`config.mk`:
```
export PLATFORM = sky130hd
export DESIGN_NAME = serial_xfer_sched
export DESIGN_NICKNAME = d
export VERILOG_FILES = /design/src/rtl/serial_xfer_sched.sv
export SDC_FILE = /design/constraint.sdc
export NUM_CORES = 1
export LEC_CHECK = 0
export CORE_MARGIN = 5
export CORE_UTILIZATION = 45
export DETAILED_ROUTE_END_ITERATION = 7
export GPL_TIMING_DRIVEN = 0
export PLACE_DENSITY = 0.83
export SLEW_MARGIN = 20
export SYNTH_ARGS = -nofsm -noshare
export SYNTH_HDL_FRONTEND = slang
export SYNTH_SLANG_ARGS = --single-unit
```
`constraint.sdc`:
```
create_clock -name clk -period 3.1 [get_ports clk]
set_clock_uncertainty 0.2 [all_clocks]
set_input_delay 0.775 -clock clk [delete_from_list [all_inputs] [get_ports clk]]
set_output_delay 0.775 -clock clk [all_outputs]
set_load 0.01 [all_outputs]
```
`src/rtl/serial_xfer_sched.sv`:
```
// ---------------------------------------------------------------------------
// serial_xfer_sched
//
// Schedules single-byte transfers over the serial link registers
// (SB = 0xFF01, SC = 0xFF02) on behalf of two requesters:
//   requester 0 : debug bridge
//   requester 1 : DMA-style test host
//
// One requester is picked at a time by round-robin arbitration. The
// scheduler then borrows the FFxx register bus from the CPU and runs:
//   write SB <= tx byte
//   write SC <= {1, 000000, intclk}   (starts the shifter)
//   release the bus and wait for the serial-complete interrupt
//   re-acquire the bus and read SB      (received byte)
// If the interrupt does not arrive within TIMEOUT cycles, the shifter is
// stopped by writing SC <= 0x00, and the transfer completes with
// rx_data = 0xFF and timeout = 1.
//
// Parameters
//   TIMEOUT_W   width of the wait-for-interrupt counter
//   TIMEOUT     cycles spent waiting before the transfer is aborted
//
// Ports
//   clk         block clock, all state on the rising edge
//   nreset      asynchronous reset, active low
//   req[1:0]    per-requester request, held until its ack pulse
//   req_tx0/1   transmit byte of requester 0 / 1
//   req_intclk  per-requester clock select (1 = internal, SC = 0x81)
//   ack[1:0]    one-hot, 1-cycle completion pulse to the served requester
//   rx_data     received byte, valid with ack, held until the next ack
//   timeout     valid with ack, 1 = transfer aborted (rx_data = 0xFF)
//   bus_req     request for the FFxx register bus
//   bus_gnt     bus granted; held by the arbiter while bus_req is high
//   bus_a       register address
//   bus_d_out   write data
//   bus_d_in    read data, sampled at the end of the read cycle
//   bus_wr      1-cycle write strobe
//   bus_rd      1-cycle read strobe
//   int_serial  serial-complete level from the link, asynchronous to clk
// ---------------------------------------------------------------------------
module serial_xfer_sched #(
  parameter int TIMEOUT_W = 16,
  parameter int TIMEOUT   = 4096
) (
  input  logic        clk,
  input  logic        nreset,
  input  logic [1:0]  req,
  input  logic [7:0]  req_tx0,
  input  logic [7:0]  req_tx1,
  input  logic [1:0]  req_intclk,
  output logic [1:0]  ack,
  output logic [7:0]  rx_data,
  output logic        timeout,
  output logic        bus_req,
  input  logic        bus_gnt,
  output logic [15:0] bus_a,
  output logic [7:0]  bus_d_out,
  input  logic [7:0]  bus_d_in,
  output logic        bus_wr,
  output logic        bus_rd,
  input  logic        int_serial
);

  localparam logic [15:0] SB_ADDR = 16'hFF01;
  localparam logic [15:0] SC_ADDR = 16'hFF02;

  // Last count value of the WAIT state; reaching it without an interrupt
  // aborts the transfer.
  localparam logic [TIMEOUT_W-1:0] WAIT_LAST = TIMEOUT_W'(TIMEOUT - 1);

  typedef enum logic [3:0] {
    ST_IDLE,      // arbitrate between requesters
    ST_ARB_SB,    // bus requested, waiting for grant before SB write
    ST_WR_SB,     // SB write strobe on the bus
    ST_WR_SC,     // SC write strobe on the bus (starts the shifter)
    ST_WAIT,      // bus released, waiting for serial-complete
    ST_ARB_RD,    // bus requested, waiting for grant before SB read
    ST_RD_SB,     // SB read strobe on the bus
    ST_ABORT,     // timed out, bus requested for the SC stop write
    ST_ABORT_WR,  // SC <= 0x00 write strobe on the bus
    ST_DONE       // ack pulse to the served requester
  } state_t;

  state_t                state;
  logic                  rr_last;    // requester granted most recently
  logic                  granted;    // requester being served
  logic [7:0]            tx_q;       // tx byte latched at grant
  logic                  intclk_q;   // clock select latched at grant
  logic [TIMEOUT_W-1:0]  wait_cnt;

  // -------------------------------------------------------------------------
  // int_serial synchroniser and rising-edge detector.
  // int_s1/int_s2 bring the level into the clk domain; int_s3 is the
  // previous synced value. int_rise is a registered one-cycle pulse on each
  // synced 0->1 transition. Because edges are tracked continuously, a level
  // that was already high before WAIT produces no pulse inside WAIT: only a
  // fresh rising edge completes a transfer.
  // -------------------------------------------------------------------------
  logic int_s1, int_s2, int_s3, int_rise;

  // NOTE: every flop here, including the synchroniser, uses non-blocking
  // assignments so all registers update together from pre-edge values;
  // blocking assignments would collapse the two synchroniser stages into one.
  always_ff @(posedge clk or negedge nreset) begin
    if (!nreset) begin
      int_s1   <= 1'b0;
      int_s2   <= 1'b0;
      int_s3   <= 1'b0;
      int_rise <= 1'b0;
    end else begin
      int_s1   <= int_serial;
      int_s2   <= int_s1;
      int_s3   <= int_s2;
      int_rise <= int_s2 & ~int_s3;
    end
  end

  // -------------------------------------------------------------------------
  // Round-robin pick. A lone requester always wins; on a tie the requester
  // that was not served last wins. rr_last resets to 1 so requester 0 wins
  // the first tie.
  // -------------------------------------------------------------------------
  logic grant_sel;

  // NOTE: grant_sel gets a default before any condition so that no path
  // through this block leaves it unassigned, which would infer a latch.
  always_comb begin
    grant_sel = 1'b0;
    if (req == 2'b11) begin
      grant_sel = ~rr_last;
    end else begin
      grant_sel = req[1];
    end
  end

  // One-hot ack for the requester being served.
  logic [1:0] ack_onehot;
  assign ack_onehot = granted ? 2'b10 : 2'b01;

  // -------------------------------------------------------------------------
  // Transfer sequencer. All bus and handshake outputs are registered: the
  // value for a state is loaded on the edge that enters it, so strobes are
  // high exactly during the state they belong to.
  // -------------------------------------------------------------------------
  always_ff @(posedge clk or negedge nreset) begin
    if (!nreset) begin
      state     <= ST_IDLE;
      ack       <= 2'b00;
      rx_data   <= 8'h00;
      timeout   <= 1'b0;
      bus_req   <= 1'b0;
      bus_a     <= 16'h0000;
      bus_d_out <= 8'h00;
      bus_wr    <= 1'b0;
      bus_rd    <= 1'b0;
      rr_last   <= 1'b1;
      granted   <= 1'b0;
      tx_q      <= 8'h00;
      intclk_q  <= 1'b0;
      wait_cnt  <= '0;
    end else begin
      // Strobes and ack are single-cycle pulses unless a state re-asserts
      // them below.
      bus_wr <= 1'b0;
      bus_rd <= 1'b0;
      ack    <= 2'b00;

      case (state)
        ST_IDLE: begin
          if (|req) begin
            // Request data is captured here; later changes on req or the
            // tx inputs do not affect the transfer in flight.
            granted  <= grant_sel;
            rr_last  <= grant_sel;
            tx_q     <= grant_sel ? req_tx1 : req_tx0;
            intclk_q <= req_intclk[grant_sel];
            bus_req  <= 1'b1;
            state    <= ST_ARB_SB;
          end
        end

        ST_ARB_SB: begin
          if (bus_gnt) begin
            bus_a     <= SB_ADDR;
            bus_d_out <= tx_q;
            bus_wr    <= 1'b1;
            state     <= ST_WR_SB;
          end
        end

        ST_WR_SB: begin
          bus_a     <= SC_ADDR;
          bus_d_out <= {1'b1, 6'b000000, intclk_q};
          bus_wr    <= 1'b1;
          state     <= ST_WR_SC;
        end

        ST_WR_SC: begin
          // Hand the bus back to the CPU while the byte shifts.
          bus_req  <= 1'b0;
          wait_cnt <= '0;
          state    <= ST_WAIT;
        end

        ST_WAIT: begin
          if (int_rise) begin
            bus_req <= 1'b1;
            state   <= ST_ARB_RD;
          end else if (wait_cnt == WAIT_LAST) begin
            bus_req <= 1'b1;
            state   <= ST_ABORT;
          end else begin
            // Increment stops at WAIT_LAST, so the counter never wraps.
            wait_cnt <= wait_cnt + 1'b1;
          end
        end

        ST_ARB_RD: begin
          if (bus_gnt) begin
            bus_a  <= SB_ADDR;
            bus_rd <= 1'b1;
            state  <= ST_RD_SB;
          end
        end

        ST_RD_SB: begin
          rx_data <= bus_d_in;
          timeout <= 1'b0;
          bus_req <= 1'b0;
          ack     <= ack_onehot;
          state   <= ST_DONE;
        end

        ST_ABORT: begin
          if (bus_gnt) begin
            // Clearing SC stops the shifter so the link is idle again.
            bus_a     <= SC_ADDR;
            bus_d_out <= 8'h00;
            bus_wr    <= 1'b1;
            state     <= ST_ABORT_WR;
          end
        end

        ST_ABORT_WR: begin
          rx_data <= 8'hFF;
          timeout <= 1'b1;
          bus_req <= 1'b0;
          ack     <= ack_onehot;
          state   <= ST_DONE;
        end

        ST_DONE: begin
          state <= ST_IDLE;
        end

        default: begin
          bus_req <= 1'b0;
          state   <= ST_IDLE;
        end
      endcase
    end
  end

endmodule

```
## Word level (Yosys, flattened, before mapping)

Index checks and enable logic that the tools add are counted.

| word-level totals | value |
|---|---|
| word-level logic and storage cells | 90 |
| bits in registers | 73 |
| bits of input ports | 32 |

| cells by class | value |
|---|---|
| add/subtract/negate cells | 1 |
| equality and inequality tests | 19 |
| multiplexer cells | 31 |
| order comparisons | 1 |
| bitwise gates (word level) | 4 |
| reduce and logical (&&, ||, !) cells | 16 |

Operators by type and width:

| operator | count |
|---|---|
| 16-bit 2-to-1 mux | 4 |
| 16-bit case mux with 3 select lines | 1 |
| 16-bit case mux with 2 select lines | 1 |
| 4-bit case mux with 8 select lines | 1 |
| 4-bit 2-to-1 mux | 6 |
| 8-bit 2-to-1 mux | 3 |
| 8-bit case mux with 3 select lines | 1 |
| 16-bit by 1-bit adder with 16-bit output, second input constant | 1 |
| 16-bit by 12-bit equality test with 1-bit output, second input constant | 1 |
| 4-bit by 3-bit equality test with 1-bit output, second input constant | 4 |
| 8-bit case mux with 2 select lines | 1 |
| 2-bit inequality test, second input constant | 6 |
| 3-bit AND reduction | 4 |
| 4-bit by 2-bit equality test with 1-bit output, second input constant | 2 |
| 4-bit equality test, second input constant | 2 |
| 1-bit 2-to-1 mux | 8 |
| 2-bit OR reduction | 4 |
| 3-bit nonzero test | 2 |
| 5-bit AND reduction | 1 |
| 5-bit OR reduction | 1 |
| 4-bit by 1-bit equality test with 1-bit output, second input constant | 1 |
| 4-bit logical NOT | 1 |
| 2-bit 2-to-1 mux | 2 |
| 1-bit case mux with 2 select lines | 2 |
| 9 further kinds | 12 |

## Logic depth before layout (Yosys ltp)

| depth | value |
|---|---|
| depth in word-level cells | 4 |
| mapped depth | 6 |
| depth with buffers taken out | 5 |

## Worst setup path before layout

Ideal clock, no wire load.

| timing | value |
|---|---|
| kind | flip-flop to flip-flop |
| start point | reg state[0] |
| end point | reg wait_cnt[11] |
| path slack | 1.101 ns |
| cell stages (with the launch flop) | 5 |
| path buffers | 0 |
| library setup time | 0.120 ns |
| data required time | 2.780 ns |
| period minus slack after synthesis | 1.999 ns |
| data arrival time | 1.679 ns |
| path through | dfrtp_1 > or4b_4 > nor4_4 > a311oi_1 > a41o_1 |

| on the way | value |
|---|---|
| word-level cells in the longest chain between the ends | 3 |
| elaborated cells between the ends (all ways) | 7 |

RTL lines:

| item | line | source |
|---|---|---|
| start: declaration | 84 | `state_t state;` |
| start signal: assignment | 147 | `state <= ST_IDLE;` |
| start signal: assignment | 178 | `state <= ST_ARB_SB;` |
| start signal: assignment | 187 | `state <= ST_WR_SB;` |
| 4-bit by 3-bit equality test with 1-bit output / 4-bit by 2-bit equality test with 1-bit output (equally long branches) | 168 | `case (state)` |
| 2-bit inequality test (no line) / 2-bit nonzero test (equally long branches) | n/a |  |
| 3-bit AND reduction (no line) | n/a |  |
| end signal: assignment | 214 | `wait_cnt <= wait_cnt + 1'b1;` |
| end: declaration | 89 | `logic [TIMEOUT_W-1:0] wait_cnt;` |

Several ways; a longest one is shown, not always the timed one.
A chain may end at the register's enable or synchronous reset.

==> run_results.csv <==
group,metric,value,unit
final_layout,area_delta_synth_final,31.4,%
synth,syn_area_per_cell,9.79,µm²
timing,clock.fmax,400,MHz
synth,ys_seq_area_share,50.0,%
global_route,grt_pass1_wl,11600,µm
synth,synth_edf_count,0,
timing,setup_viol,0,
clocking,ctsLongestPathBuffers,2,
clocking,cts.sinks,60,
job,max_cap_violations,0,
final_layout,seqCellArea,1500,µm²
synth,synth-compound-area-share,17.4,%
synth,synthMuxAreaShare,4.00,%
route,route.detailed.drc,0,
die,io_pins,70,
worst_setup_path,worstPathRequired,2.12,ns
placement,post_dp_cell_area,3770,µm²
worst_setup_path,critPathMaxFanout,9,
placement,portBuffers,63,
route,vias_per_cell,5.51,
route,drt_iter0_markers,136,
final_layout,final_area,3950,µm²
clocking,cts_hold_buf,0,
placement,place_hpwl,5100,µm
worst_setup_path,setup.worst_path.end_class,"output pin",
final_layout,final_cell_mix,"62 x clkdlybuf4s50_1, 59 x dfrtp_1, 30 x nand2_1",
worst_setup_path,cp.arrival,1.52,ns
global_route,grt_max_degree,33,
final_layout,fin_nets,420,
final_layout,layout_commonest_cell,"clkdlybuf4s50_1",
global_route,grt-ovfl-total,0,
global_route,antenna_found_initial,0,
synth,syn_inst,307,
route,wire_per_inst,14.6,µm
power,peakVddDrop,0.000417,V
timing,maxSlewViolCount,0,
die,die_w,91.7,µm
clocking,clock_latency,0.34,ns
clocking,cts_resized,0,
synth,synth.distinct_cells,61,
die,dieHeight,91.7,µm
min_path,hold_path.class,"reg2reg",
worst_setup_path,path_class,"reg2out",
clocking,cts_setup_buffers,0,
power,power_leakage,1.79,nW
timing,hold_violations,0,
synth,synth_xor_area_share,0.291,%
die,std_cell_rows,29,
route,vias,2582,
synth,synth_fa_ha_area_share,0.416,%
timing,whs,0.151,ns
timing,rsz0062_at_grt,"false",
clocking,cts_tree,"done",
clocking,cts.clk_slew.worst_paths,0.06,ns
synth,yosys_register_bits,60,
clocking,root_buffer,"clkbuf_8",
synth,synthSimpleGateAreaFrac,21.4,%
final_layout,num-fill-cells,527,
synth,yosys_most_used_dff,"dfrtp_1",
die,initial_core_util,46.8,%
global_route,grt_pass1_vias,2446,
final_layout,multiInputGateArea,1330,µm²
final_layout,drive_above_1_share,10.7,%
synth,synth_top_family_by_area,"simple AND/OR/NAND/NOR gates",
synth,yosysWarningCount,0,
timing,tightestPinTransition,0.838,ns
timing,fin_tns_setup,0,ns
clocking,cts_inserted_buffers,9,
power,pwr_density_cell,811,nW/µm²
die,coreArea,6420,µm²
timing,period_minus_slack,2.50,ns
final_layout,postLayoutCoreUtil,61.5,%
run_status,status,"finished clean",
route,antenna_left,0,
route,wl,6860,µm
timing,period_share,80.6,%
global_route,grt_use_total,17.1,%
synth,ys_async_sr_fraction,100,%
timing,relSlewSlack,43.7,%
final_layout,antenna_cells,0,
route,first_pass_iters,4,
worst_setup_path,worstSetupStartpointType,"flip-flop",
die,die_area,8420,µm²
synth,syn_area,3010,µm²
placement,place_congestion,0.854,
clocking,cts_max_level,3,
logic make-up (layout without fill, tap and decap cells):
group / Yosys count / after routing
AOI/OAI and AO/OA: 75 / 75
buffers and inverters: 38 / 118
other: 1 / 6
and+or+nand+nor: 119 / 119
xor gates and xnor gates: 1 / 1
muxes: 12 / 12
DFF: 60 / 60
adders and majority gates: 1 / 1
critical path: stages (launching register included):
cell	delay, ns
dfrtp_1	0.50
buf_4	0.16
clkdlybuf4s50_1	0.53
sequential cells by signal, summed over array words and instances, names as in the netlist, 2 cells and up:
register,cells
state,4
wait_cnt,16
tx_q,8
bus_a,3
bus_d_out,8
rx_data,8
ack,2
where the power goes:
group	switching, mW	internal [mW]
clock network	0.300	0.331
logic	0.719	0.645
registers	0.167	1.04
total	1.19	2.02
cell usage after synthesis (all sizes together) (2+ instances only):
library cell,n,area (µm²)
o22ai,3,18.8
and4,3,26.3
a21oi,19,95.1
nand2b,3,18.8
and3,5,31.3
a211oi,3,27.5
or4b,2,23.8
o211ai,3,22.5
o21a,2,15.0
o211a,2,20.0
nor2b,4,25.0
a41o,3,30.0
and2,2,12.5
nand2,30,113
and3b,2,17.5
a22o,6,52.6
inv,8,30.0
nor2,28,108
buf,17,114
nor4,2,33.8
nor3,9,45.0
or3b,2,17.5
nand3,15,75.1
o21ai,9,45.0
dfrtp,59,1480
o31ai,3,22.5
mux2i,12,120
o21bai,3,22.5
clkbuf,13,48.8
nand4,6,37.5
a31oi,6,37.5
o311ai,2,17.5
final timing paths:
kind                            cells past startpoint       from  slack [ns]           end
worst max register to register                      6   state[3]        0.94       rr_last
min in group asynchronous                           1     nreset        0.16  bus_d_out[5]
worst min register to register                      0     int_s1        0.15        int_s2
max in group asynchronous                           2     nreset        1.99       rr_last
worst max-delay path                                2  bus_a[14]        0.60     bus_a[10]
worst min-delay path                                0     int_s1        0.15        int_s2
cell type report:
class	count	share of cell area (%)
plain buffers	30	4.12
clock buffers	12	3.93
clock inverters	4	0.634
inverters	8	0.760
multi-input cells	214	33.7
flip-flops and latches	60	38.0
well taps	77	2.44
repair buffers	64	16.4
stage by stage:
stage	power, mW	worst slack (ns)	std cells
3_3_place_gp	2.53	-0.800	452
6_report	3.20	0.602	469
5_1_grt	3.44	0.536	469
2_1_floorplan	2.04	1.10	312
4_1_cts	3.23	0.581	469
3_5_place_dp	2.59	0.389	453
per-layer routing:
layer	global-route usage (%)	routed length, µm
met3	5.24	380
met4	5.69	114
met5	0	0
met2	28.9	3490
met1	20.9	2870
Note: power is estimated with default switching activity, not from simulation.
